**config.mk**
```make
export PLATFORM = sky130hd
export DESIGN_NAME = approx_booth_multiplier
export DESIGN_NICKNAME = d
export VERILOG_FILES = /design/src/rtl/approx_mult_pkg.sv /design/src/rtl/booth_pp_gen.sv /design/src/rtl/approx_booth_multiplier.sv
export SDC_FILE = /design/constraint.sdc
export NUM_CORES = 1
export LEC_CHECK = 0
export CAP_MARGIN = 20
export CORE_MARGIN = 4
export CORE_UTILIZATION = 40
export CTS_BUF_LIST = sky130_fd_sc_hd__clkbuf_4 sky130_fd_sc_hd__clkbuf_8
export DETAILED_ROUTE_END_ITERATION = 12
export PLACE_DENSITY_LB_ADDON = 0.1
export SYNTH_ARGS = -nofsm -noshare
export SYNTH_HDL_FRONTEND = slang
export SYNTH_SLANG_ARGS = --single-unit
```
**constraint.sdc**
```tcl
create_clock -name clk -period 1.1 [get_ports clk]
set_clock_uncertainty 0.1 [all_clocks]
set_input_delay 0.33 -clock clk [delete_from_list [all_inputs] [get_ports clk]]
set_output_delay 0.33 -clock clk [all_outputs]
set_load 0.005 [all_outputs]
```
**src/rtl/approx_mult_pkg.sv**
```systemverilog
// approx_mult_pkg: shared definitions for the approximate radix-4 Booth multiplier.
//   - booth_digit_t : one recoded Booth digit as {neg, one, two} flags
//   - booth_recode  : maps a 3-bit window {B[2i+1],B[2i],B[2i-1]} to a digit
//   - booth_golden  : bit-accurate reference for the truncated/compensated product
package approx_mult_pkg;

    localparam int DEF_WIDTH      = 16;
    localparam int DEF_TRUNC_COLS = 8;
    localparam int DEF_PW         = 2 * DEF_WIDTH;

    // Digit value = (neg ? -1 : +1) * (two ? 2 : one ? 1 : 0)
    typedef struct packed {
        logic neg;
        logic one;
        logic two;
    } booth_digit_t;

    // A window of 111 is digit 0, not -0: neg must stay low so no stray
    // inverted row appears in the truncated columns.
    function automatic booth_digit_t booth_recode(input logic [2:0] bits);
        booth_digit_t d;
        d.one = bits[1] ^ bits[0];
        d.two = (bits[2] & ~bits[1] & ~bits[0]) | (~bits[2] & bits[1] & bits[0]);
        d.neg = bits[2] & ~(bits[1] & bits[0]);
        return d;
    endfunction

    function automatic logic [DEF_PW-1:0] booth_golden(
        input logic [DEF_WIDTH-1:0] a,
        input logic [DEF_WIDTH-1:0] b,
        input int                   trunc_cols
    );
        logic [DEF_WIDTH:0]  b_ext;
        logic [DEF_WIDTH:0]  mag;
        logic [DEF_PW-1:0]   row;
        logic [DEF_PW-1:0]   keep;
        logic [DEF_PW-1:0]   acc;
        booth_digit_t        d;
        b_ext = {b, 1'b0};
        keep  = {DEF_PW{1'b1}} << trunc_cols;
        acc   = {DEF_PW{1'b0}};
        for (int i = 0; i < DEF_WIDTH / 2; i++) begin
            d = booth_recode(b_ext[2*i +: 3]);
            if (d.two) begin
                mag = {a, 1'b0};
            end else if (d.one) begin
                mag = {a[DEF_WIDTH-1], a};
            end else begin
                mag = {(DEF_WIDTH+1){1'b0}};
            end
            if (d.neg) begin
                mag = ~mag;
            end else begin
                mag = mag;
            end
            row = {{(DEF_PW-DEF_WIDTH-1){mag[DEF_WIDTH]}}, mag} << (2*i);
            acc = acc + (row & keep);
            if (d.neg && ((2*i) >= trunc_cols)) begin
                acc = acc + ({{(DEF_PW-1){1'b0}}, 1'b1} << (2*i));
            end else begin
                acc = acc;
            end
        end
        if (trunc_cols > 0) begin
            acc = acc + ({{(DEF_PW-1){1'b0}}, 1'b1} << (trunc_cols - 1));
        end else begin
            acc = acc;
        end
        return acc;
    endfunction

endpackage

```
**src/rtl/booth_pp_gen.sv**
```systemverilog
// booth_pp_gen: one radix-4 Booth digit and its partial-product row.
//   i_a    : multiplicand A (signed, WIDTH bits)
//   i_bits : Booth window {B[2i+1], B[2i], B[2i-1]}
//   o_row  : |d|*A as a WIDTH+1 bit signed value, bitwise inverted when d<0
//   o_neg  : +1 correction bit (weight 2^(2i)) completing the negation
module booth_pp_gen
    import approx_mult_pkg::*;
#(
    parameter int WIDTH = DEF_WIDTH
) (
    input  logic [WIDTH-1:0] i_a,
    input  logic [2:0]       i_bits,
    output logic [WIDTH:0]   o_row,
    output logic             o_neg
);

    booth_digit_t   w_dig;
    logic [WIDTH:0] w_mag;

    assign w_dig = booth_recode(i_bits);

    // Magnitude select: 2A is a left shift, A is sign-extended by one bit
    always_comb begin
        w_mag = '0;
        if (w_dig.two) begin
            w_mag = {i_a, 1'b0};
        end else if (w_dig.one) begin
            w_mag = {i_a[WIDTH-1], i_a};
        end else begin
            w_mag = '0;
        end
    end

    // Negative digits emit the one's complement; the +1 travels as o_neg
    always_comb begin
        o_row = w_mag;
        o_neg = w_dig.neg;
        if (w_dig.neg) begin
            o_row = ~w_mag;
        end else begin
            o_row = w_mag;
        end
    end

endmodule

```
**src/rtl/approx_booth_multiplier.sv**
```systemverilog
// approx_booth_multiplier: approximate signed WIDTHxWIDTH radix-4 Booth multiplier.
// Partial-product and neg bits below column TRUNC_COLS are dropped and a
// constant 2^(TRUNC_COLS-1) is added back; TRUNC_COLS=0 gives the exact product.
//   clk       : rising-edge clock
//   rst       : asynchronous active-high reset
//   in_valid  : A/B valid this cycle
//   A, B      : signed operands (B is Booth recoded)
//   out_valid : out holds a new result (one cycle after in_valid)
//   out       : registered 2*WIDTH-bit approximate product, held when idle
module approx_booth_multiplier
    import approx_mult_pkg::*;
#(
    parameter int WIDTH      = DEF_WIDTH,
    parameter int TRUNC_COLS = DEF_TRUNC_COLS
) (
    input  logic               clk,
    input  logic               rst,
    input  logic               in_valid,
    input  logic [WIDTH-1:0]   A,
    input  logic [WIDTH-1:0]   B,
    output logic               out_valid,
    output logic [2*WIDTH-1:0] out
);

    localparam int            PW        = 2 * WIDTH;
    localparam int            NDIG      = WIDTH / 2;
    localparam logic [PW-1:0] ONE_W     = {{(PW-1){1'b0}}, 1'b1};
    localparam logic [PW-1:0] KEEP_MASK = {PW{1'b1}} << TRUNC_COLS;
    // (1 << T) >> 1 is 2^(T-1) for T>0 and 0 for T=0
    localparam logic [PW-1:0] COMP      = (ONE_W << TRUNC_COLS) >> 1;

    logic [WIDTH:0]  w_b_ext;
    logic [WIDTH:0]  w_row [NDIG];
    logic [NDIG-1:0] w_neg;
    logic [PW-1:0]   w_pp  [NDIG];
    logic [PW-1:0]   w_neg_vec;
    logic [PW-1:0]   w_sum;
    logic [PW-1:0]   r_out;
    logic            r_valid;

    assign w_b_ext = {B, 1'b0};

    genvar g;
    generate
        for (g = 0; g < NDIG; g++) begin : g_pp
            booth_pp_gen #(
                .WIDTH (WIDTH)
            ) u_pp (
                .i_a    (A),
                .i_bits (w_b_ext[2*g +: 3]),
                .o_row  (w_row[g]),
                .o_neg  (w_neg[g])
            );
            assign w_pp[g] = ({{(PW-WIDTH-1){w_row[g][WIDTH]}}, w_row[g]} << (2*g)) & KEEP_MASK;
        end
    endgenerate

    // Neg bits sit in distinct even columns, so they merge into one addend
    always_comb begin
        w_neg_vec = '0;
        for (int i = 0; i < NDIG; i++) begin
            w_neg_vec[2*i] = w_neg[i];
        end
    end

    // Sum kept rows, kept neg bits and the bias compensation, modulo 2^PW
    always_comb begin
        w_sum = COMP + (w_neg_vec & KEEP_MASK);
        for (int i = 0; i < NDIG; i++) begin
            w_sum = w_sum + w_pp[i];
        end
    end

    // Output stage: capture on in_valid, hold otherwise; reset drops pending data
    always_ff @(posedge clk or posedge rst) begin
        if (rst) begin
            r_out   <= '0;
            r_valid <= 1'b0;
        end else begin
            r_valid <= in_valid;
            if (in_valid) begin
                r_out <= w_sum;
            end
        end
    end

    assign out       = r_out;
    assign out_valid = r_valid;

endmodule

```
=== Word-level counts from Yosys, hierarchy flattened ===
Cells that the tools add are included.

* Memory bits (writable): 0
* Word-level logic and storage cells: 123
* Bits in read-only memories: 0
* Memories kept: 0
* Input bits: 35
* Bits in latches: 0
* Bits in registers: 33

* $add $sub $neg: 9
* Div/mod/pow operators: 0
* Reduce and logical (&&, ||, !) cells: 0
* $mul: 0
* Shifts and indexed selects: 0
* Bitwise operators: 88
* Eq/ne operators: 0
* Order comparisons: 0
* Mux-type cells: 24

{| class="wikitable"
|+ Operator list
! cell !! count
|-
| 2-to-1 mux 17 bit || 24
|-
| adder 32 bit || 8
|-
| inverter 17 bit || 8
|-
| bitwise AND 1 bit || 43
|-
| inverter 1 bit || 23
|-
| adder 8 x 15 -> 16 bit (first input constant) || 1
|-
| bitwise OR 1 bit || 7
|-
| bitwise XOR 1 bit || 7
|}

=== Logic depth before layout (Yosys ltp) ===
Gate-level depths: netlist of the first run.

* Depth in word-level cells: 14
* Depth in mapped cells: 23
* Depth with buffers taken out: 22

=== Cells and area by module ===
Synthesis of the first run repeated with hierarchy kept, for this count alone.

* Cells, all modules: 1517
* Area total of the unflattened synthesis: 11617.4 µm²

{| class="wikitable"
|+ By module, submodules not included
! module !! instances !! area an instance (µm²) !! cells an instance
|-
| booth_pp_gen || 8 || 797.0 || 122
|-
| approx_booth_multiplier || 1 || 5241.3 || 541
|}

=== Worst setup path before layout of the first run ===
No wires, ideal clock.

* Path type: input -> register
* Start: input B[1]
* End: register r_out[27] (netlist: out[27])
* Path slack: -4.946 ns
* Arrival: 5.822 ns
* Buffers on the path: 2
* Required time: 0.875 ns
* Library setup time: 0.125 ns
* Cell stages on the path: 19
* Cells stage by stage: clkbuf_1 > nand2_1 > o21ai_0 > o21ai_0 > xnor2_1 > fa_1 > fa_1 > fa_1 > inv_1 > fa_1 > inv_1 > ha_1 > buf_2 > a21oi_1 > and3_1 > a211o_1 > o21bai_1 > xor2_1 > mux2_2

* Word-level cells in the longest chain between the ends: 13
* Elaborated cells between the ends (all ways): 24
* Classes of those cells: 8 x add/sub; 5 x mux; 11 x bitwise

{| class="wikitable"
|+ RTL lines
! what !! RTL line !! source
|-
| from (decl) || approx_booth_multiplier.sv:20 || <nowiki>input logic [WIDTH-1:0] B,</nowiki>
|-
| parallel branches: the longest is 6 deep, another holds adder 32 bit || - ||
|-
| adder 32 bit (*) (7 in a row) || approx_booth_multiplier.sv:70 || <nowiki>w_sum = w_sum + w_pp[i];</nowiki>
|-
| to (signal assigned) || approx_booth_multiplier.sv:82 || <nowiki>r_out <= w_sum;</nowiki>
|-
| to (decl) || approx_booth_multiplier.sv:38 || <nowiki>logic [PW-1:0] r_out;</nowiki>
|}

Mark *: on every way between the ends.
A chain may end at the register's enable or synchronous reset.

=== Worst setup path after layout of the first run ===
* Start: input B[7]
* End: register r_out[21] (netlist: out[21])

* Word-level cells in the longest chain between the ends: 12
* Elaborated cells between the ends (all ways): 30
* Classes of those cells: 9 x add/sub; 5 x mux; 16 x bitwise

{| class="wikitable"
|+ RTL lines
! what !! RTL line
|-
| bitwise AND 1 bit or inverter 1 bit (tied branches) || approx_mult_pkg.sv:24, approx_mult_pkg.sv:23
|-
| inverter 1 bit or bitwise AND 1 bit (tied branches) || approx_mult_pkg.sv:24, approx_mult_pkg.sv:23
|-
| bitwise AND 1 bit, on equally long branches || approx_mult_pkg.sv:24, approx_mult_pkg.sv:23
|-
| adder 8 x 15 -> 16 bit or bitwise OR 1 bit (tied branches) || approx_booth_multiplier.sv:68, approx_mult_pkg.sv:23
|-
| adder 32 bit or 2-to-1 mux 17 bit (tied branches) || approx_booth_multiplier.sv:70, booth_pp_gen.sv:25
|-
| adder 32 bit or inverter 17 bit (tied branches) || approx_booth_multiplier.sv:70, booth_pp_gen.sv:39
|-
| adder 32 bit or 2-to-1 mux 17 bit (tied branches) || approx_booth_multiplier.sv:70, booth_pp_gen.sv:38
|-
| adder 32 bit || approx_booth_multiplier.sv:70
|-
| adder 32 bit (*) (4 in a row) || approx_booth_multiplier.sv:70
|}

Mark *: on every way between the ends. The rest lies on a longest branch, timed or not.

==> results of run 1 <==
## layout by cell type, fill, tap and decap left out, types with 14 or more instances in the layout
master   instances
inv_1          140
xnor2_2         14
nand2_1         25
buf_4          234
ha_4            22
inv_2           15
dfrtp_1         26
a21oi_2         44
buf_2           29
xor2_1          34
a21oi_1         75
buf_6           29
fa_2            14
xnor2_1         81
buf_12          15
ha_1            27
fa_1           105
and3_1          81
## stage by stage
stage,hold WS [ps],setup TNS (ps),instance area [um2],setup WS (ps)
final,276,-87640,12000,-4030
after global routing,308,-91470,12000,-4160
after CTS,278,-87800,11700,-4040
after detailed placement,395,-106740,11000,-4780
after global placement,390,-104850,11000,-4700
after floorplan,261,-79490,8650,-3880
## synthesized netlist by cell type (all sizes together) (2+ instances only)
cell	instances
a211o	3
a21o	8
a21oi	125
a31oi	8
and3	94
and3b	2
buf	28
clkbuf	39
dfrtp	26
fa	119
ha	49
inv	155
mux2	16
nand2	28
nand2b	5
nand3	6
nand4	2
nor2	19
nor2b	7
nor3	2
o211ai	5
o21a	7
o21ai	26
o311ai	2
xnor2	96
xor2	39
## area by class of cell
| class | instances | area, um2 | area share, % |
|---|---|---|---|
| multi-input cells | 692 | 7550 | 62.9 |
| repair buffers | 338 | 2860 | 23.8 |
| inverters | 155 | 582 | 4.85 |
| well taps | 265 | 332 | 2.76 |
| clock buffers | 3 | 41.3 | 0.344 |
| flip-flops and latches | 26 | 651 | 5.42 |
## worst max-delay path, delay by kind of cell
kind | cells | cell delay, ps
compound gates | 5 | 670
xor+xnor | 2 | 380
fa+ha+maj | 6 | 2520
buf+inv | 6 | 560
mux | 1 | 250
simple gates | 3 | 480
## timing repair
action,4_1_cts,5_1_grt
setup endpoints to repair,51,50
setup buffers,33,20
hold buffers,0,0
cloned,2,0
gates resized for setup,283,56
pin swaps,87,67
## cells by family after synthesis
logic type	synth area share (%)
xor+xnor	14.8
mux	2.39
flops	8.16
simple gates	11.9
buf+inv	11.0
other cells	0.0470
fa+ha+maj	37.6
compound gates	14.2
## registers in the layout, indices dropped and copies added, names as in the netlist
signal     count
out_valid      1
out           25
## layer usage
metal | routed length (um) | vias to the layer above
li1 | - | 3561
met1 | 11400 | 3550
met2 | 10900 | 185
met3 | 1150 | 33
met4 | 456 | 0
met5 | 0 | -
## final timing paths
check / from / end / slack [ps] / depth (start not counted)
min reg2reg: out[18]$_DFFE_PP0P_ / out[18]$_DFFE_PP0P_ / 400 / 1
max in group asynchronous: rst / out[10]$_DFFE_PP0P_ / 470 / 3
max reg2reg: out[30]$_DFFE_PP0P_ / out[30]$_DFFE_PP0P_ / -10 / 3
min in group clk: out[18]$_DFFE_PP0P_ / out[18]$_DFFE_PP0P_ / 400 / 1
min: rst / out[27]$_DFFE_PP0P_ / 280 / 3
max: B[7] / out[21]$_DFFE_PP0P_ / -4030 / 23
==> flow_summary_export.csv, run 1 <==
group,metric,value,unit
timing,rsz0062_at_grt,"true",
floorplanning,fp.dieH,149,um
critical_path,worst-endpoint-arrival,5190,ps
logic_synthesis,post_synth_num_cell_types,52,
cts,clk_pin_slew,90,ps
detailed_routing,dr_wl_cell,16.2,um
global_route,grt_first_pass_wirelength,39100,um
floorplanning,die_width,149,um
cts,clock_latency,270,ps
logic_synthesis,synth_largest_type_area_fraction,29.9,%
logic_synthesis,synth_top_flop_cell,"dfrtp_1",
final_layout,p_r_area_growth_vs_syn,50.6,%
floorplanning,initial_cell_density_of_the_core,40.8,%
critical_path,critPathMaxFanout,5,
floorplanning,boundaryPins,68,
global_route,gr-usage-met3,2.10,%
global_route,grt_start_max_net_pins,27,
timing,layout_min_cycle_time,5130,ps
final_layout,antenna_diodes,0,
critical_path,crit_path_max_incr_delay,530,ps
logic_synthesis,post_synth_inst_count,934,
cts,htree_levels,1,
floorplanning,placementRows,51,
logic_synthesis,synth.largest_area_cell,"fa_1",
critical_path,cp-start-kind,"primary input",
timing,max_freq,195,MHz
detailed_routing,routed_wl,23900,um
final_layout,final_layout_size_suffix_gt1_share,42.8,%
critical_path,cp_cell_sequence,"buf_8 -> and3b_2 -> a21oi_4 -> buf_6 -> buf_12 -> and3_4 -> a21oi_2 -> xor2_1 -> fa_1 -> fa_1 -> inv_2 -> fa_1 -> fa_1 -> inv_2 -> ha_4 -> fa_2 -> a21oi_4 -> o221a_4 -> buf_6 -> a211o_4 -> nand2_2 -> xor2_1 -> mux2_4",
logic_synthesis,synth.area.top_cells,"fa_1 30%, xnor2_1 11%, dfrtp_1 8.2%",
placement,place.gp.congestion,0.904,
detailed_routing,vias_per_cell,4.96,
cts,cts_max_path_buffers,2,
timing,layout_setup_ws,-4030,ps
logic_synthesis,synth-seq-cells,26,
global_route,grt.met1_usage,31.9,%
global_route,grt.met2_usage,35.1,%
final_layout,post-route-util,61.5,%
outcome,run_status,"finished with violations",
global_route,grt_pass1_vias,7563,
timing,final-max-slew-violation-count,0,
flow_run,max_cap_violations,0,
logic_synthesis,synth-edff-count,0,
critical_path,end_kind,"flip-flop",
timing,final-setup-viol-count,50,
detailed_routing,detailedRoute.firstIterationViolations,340,
critical_path,critical_path.most_common_cell,"fa_1",
detailed_routing,first_pass_iters,5,
placement,detailedPlacementHpwl,19300,um
logic_synthesis,synth.cell_area,7970,um2
detailed_routing,number_of_vias_after_detailed_routing,7329,
final_layout,stdcell_count,1479,
logic_synthesis,seq_area_frac_synth,8.16,%
min_path,hp-class,"primary input to async pin",
critical_path,criticalPathCategory,"primary input to flip-flop",
final_layout,n_fill_cell,1765,
critical_path,crit_slowest_cell,"fa_1",
global_route,grt.busiest_layer,"met2",
critical_path,worstPathRequired,1160,ps
global_route,total_track_usage,21.8,%
floorplanning,core,19500,um2
logic_synthesis,ys_warn_count,0,
cts,cts_tree,"built",
placement,placement.io_buffers,60,
logic_synthesis,synth_async_sr_flop_share,100,%
global_route,initial_antenna_violation_count,0,
logic_synthesis,synth_area_per_cell,8.54,um2
detailed_routing,drc,0,
timing,timing.final.crit_share,466,%
placement,place.detailed.instances,1425,
cts,clk_root_buffer_cell,"clkbuf_8",
final_layout,design.final.nets,1419,
detailed_routing,postRouteAntennaNets,0,
cts,clkSinkCount,26,
floorplanning,die_area,22300,um2
global_route,grt_overflow_total,0,
outcome,failed_checks,"negative setup slack",
timing,final-hold-violation-count,0,
cts,cts_inserted_buffers,3,
Power of run 1 is not shown: default switching activity piles up to over one toggle a cycle in this logic, so the estimate is an artifact.
==> run 2: changes to the inputs <==
==> constraint.sdc (replaced) <==
create_clock -name clk -period 5.6 [get_ports clk]
set_clock_uncertainty 0.1 [all_clocks]
set_input_delay 1.68 -clock clk [delete_from_list [all_inputs] [get_ports clk]]
set_output_delay 1.68 -clock clk [all_outputs]
set_load 0.005 [all_outputs]
==> flow_summary_export.csv, run 2 (synthesis gave the netlist of run 1 again) <==
group,metric,value,unit
detailed_routing,first_pass_iters,5,
cts,cts_inserted_buffers,3,
critical_path,criticalPathCategory,"primary input to flip-flop",
final_layout,design.final.nets,1370,
placement,place.gp.congestion,0.880,
outcome,run_status,"finished with violations",
cts,clkSinkCount,26,
timing,final-setup-viol-count,20,
detailed_routing,detailedRoute.firstIterationViolations,355,
critical_path,cp-start-kind,"primary input",
floorplanning,initial_cell_density_of_the_core,40.8,%
timing,max_freq,155,MHz
cts,cts_max_path_buffers,2,
final_layout,leading_cell_type_in_the_layout_fill_and_taps_excluded,"buf_4",
cts,cts_tree,"built",
detailed_routing,drc,0,
outcome,failed_checks,"negative setup slack",
detailed_routing,vias_per_cell,5.00,
floorplanning,core,19500,um2
global_route,total_track_usage,21.1,%
final_layout,final_layout_size_suffix_gt1_share,38.8,%
global_route,grt_pass1_vias,7300,
timing,final-hold-violation-count,0,
final_layout,p_r_area_growth_vs_syn,48.0,%
floorplanning,placementRows,51,
timing,final-max-slew-violation-count,0,
final_layout,largest_register_ff_count,25,
final_layout,antenna_diodes,0,
cts,clock_latency,280,ps
cts,clk_root_buffer_cell,"clkbuf_8",
min_path,hp-class,"flip-flop to flip-flop",
cts,htree_levels,1,
detailed_routing,postRouteAntennaNets,0,
critical_path,critPathMaxFanout,5,
detailed_routing,routed_wl,23300,um
floorplanning,boundaryPins,68,
detailed_routing,number_of_vias_after_detailed_routing,7152,
critical_path,worst-endpoint-arrival,6530,ps
final_layout,mostFrequentLayoutCells,"189 x buf_4, 141 x inv_1, 103 x fa_1, 81 x xnor2_1, 81 x and3_1",
flow_run,max_cap_violations,0,
global_route,grt_start_max_net_pins,29,
global_route,initial_antenna_violation_count,0,
placement,placement.io_buffers,60,
timing,timing.final.crit_share,115,%
detailed_routing,dr_wl_cell,16.3,um
floorplanning,die_width,149,um
timing,holdWs,376,ps
timing,layout_min_cycle_time,6450,ps
critical_path,r2r_slack,4670,ps
timing,rsz0062_at_grt,"true",
critical_path,worstPathRequired,5680,ps
global_route,grt_overflow_total,0,
critical_path,end_kind,"flip-flop",
timing,layout_setup_ws,-853,ps
floorplanning,die_area,22300,um2
floorplanning,fp.dieH,149,um
global_route,grt_first_pass_wirelength,38100,um
placement,detailedPlacementHpwl,18800,um
cts,clk_pin_slew,90,ps
## run 2: final cells by class
class,instances,area [um2]
Clock buffer,3,41.3
Clock inverter,1,30.0
Fill cell,1793,7720
Inverter,155,582
Multi-Input combinational cell,692,7540
Sequential cell,26,651
Tap cell,265,332
Timing Repair Buffer,289,2630
## run 2: path summary, 6_finish.rpt
path | start | to | cells after the start
max in group asynchronous | rst | out[10]$_DFFE_PP0P_ | 3
max reg2reg | out[26]$_DFFE_PP0P_ | out[26]$_DFFE_PP0P_ | 2
min in group asynchronous | rst | out[30]$_DFFE_PP0P_ | 2
min | out[7]$_DFFE_PP0P_ | out[7]$_DFFE_PP0P_ | 1
min reg2reg | out[7]$_DFFE_PP0P_ | out[7]$_DFFE_PP0P_ | 1
max | B[7] | out[22]$_DFFE_PP0P_ | 23
## run 2: timing repair
action                     4_1_cts  5_1_grt
gates cloned                     1        2
resized for setup              185       55
buffers inserted                27        6
setup endpoints to repair       21       20
pin swaps                       76       36
hold buffers                     0        0
## run 2: worst max-delay path, stage by stage
cell       delay [ps]
buf_8             100
and3b_2           260
a21oi_4            50
buf_6             130
clkbuf_16         150
and3_1            190
a21oi_1           200
xor2_1            210
fa_2              510
fa_1              450
fa_1              500
inv_2              40
fa_1              510
inv_2              50
ha_4              250
a21oi_4           170
buf_6             110
o21ai_2            70
o2111a_2          310
buf_4             150
nor2_2             80
xnor2_1            80
mux2_4            260
## run 2: metrics by stage
stage          util (%)  instance area, um2  setup slack, ps  TNS [ps]  std cells
6_report           60.4               11800             -853    -12950       1431
5_1_grt            60.4               11800            -1040    -16140       1431
4_1_cts            58.7               11500             -798    -10880       1422
3_3_place_gp       54.7               10700            -1560    -26290       1391
2_1_floorplan         -                8580             -730     -8460        940
3_5_place_dp       54.7               10700            -1670    -27910       1391
## run 2: layer usage
| metal | share of wire [%] | routed length, um | track usage, % | vias to the layer above |
|---|---|---|---|---|
| met2 | 45 | 10500 | 34.5 | 212 |
| met4 | 1.3 | 291 | 3.80 | 0 |
| met3 | 4.8 | 1120 | 1.46 | 13 |
| met5 | 0 | 0 | 0 | - |
| li1 | - | - | - | 3462 |
| met1 | 49 | 11300 | 31.3 | 3465 |
Power of run 2 is left out for the same reason.
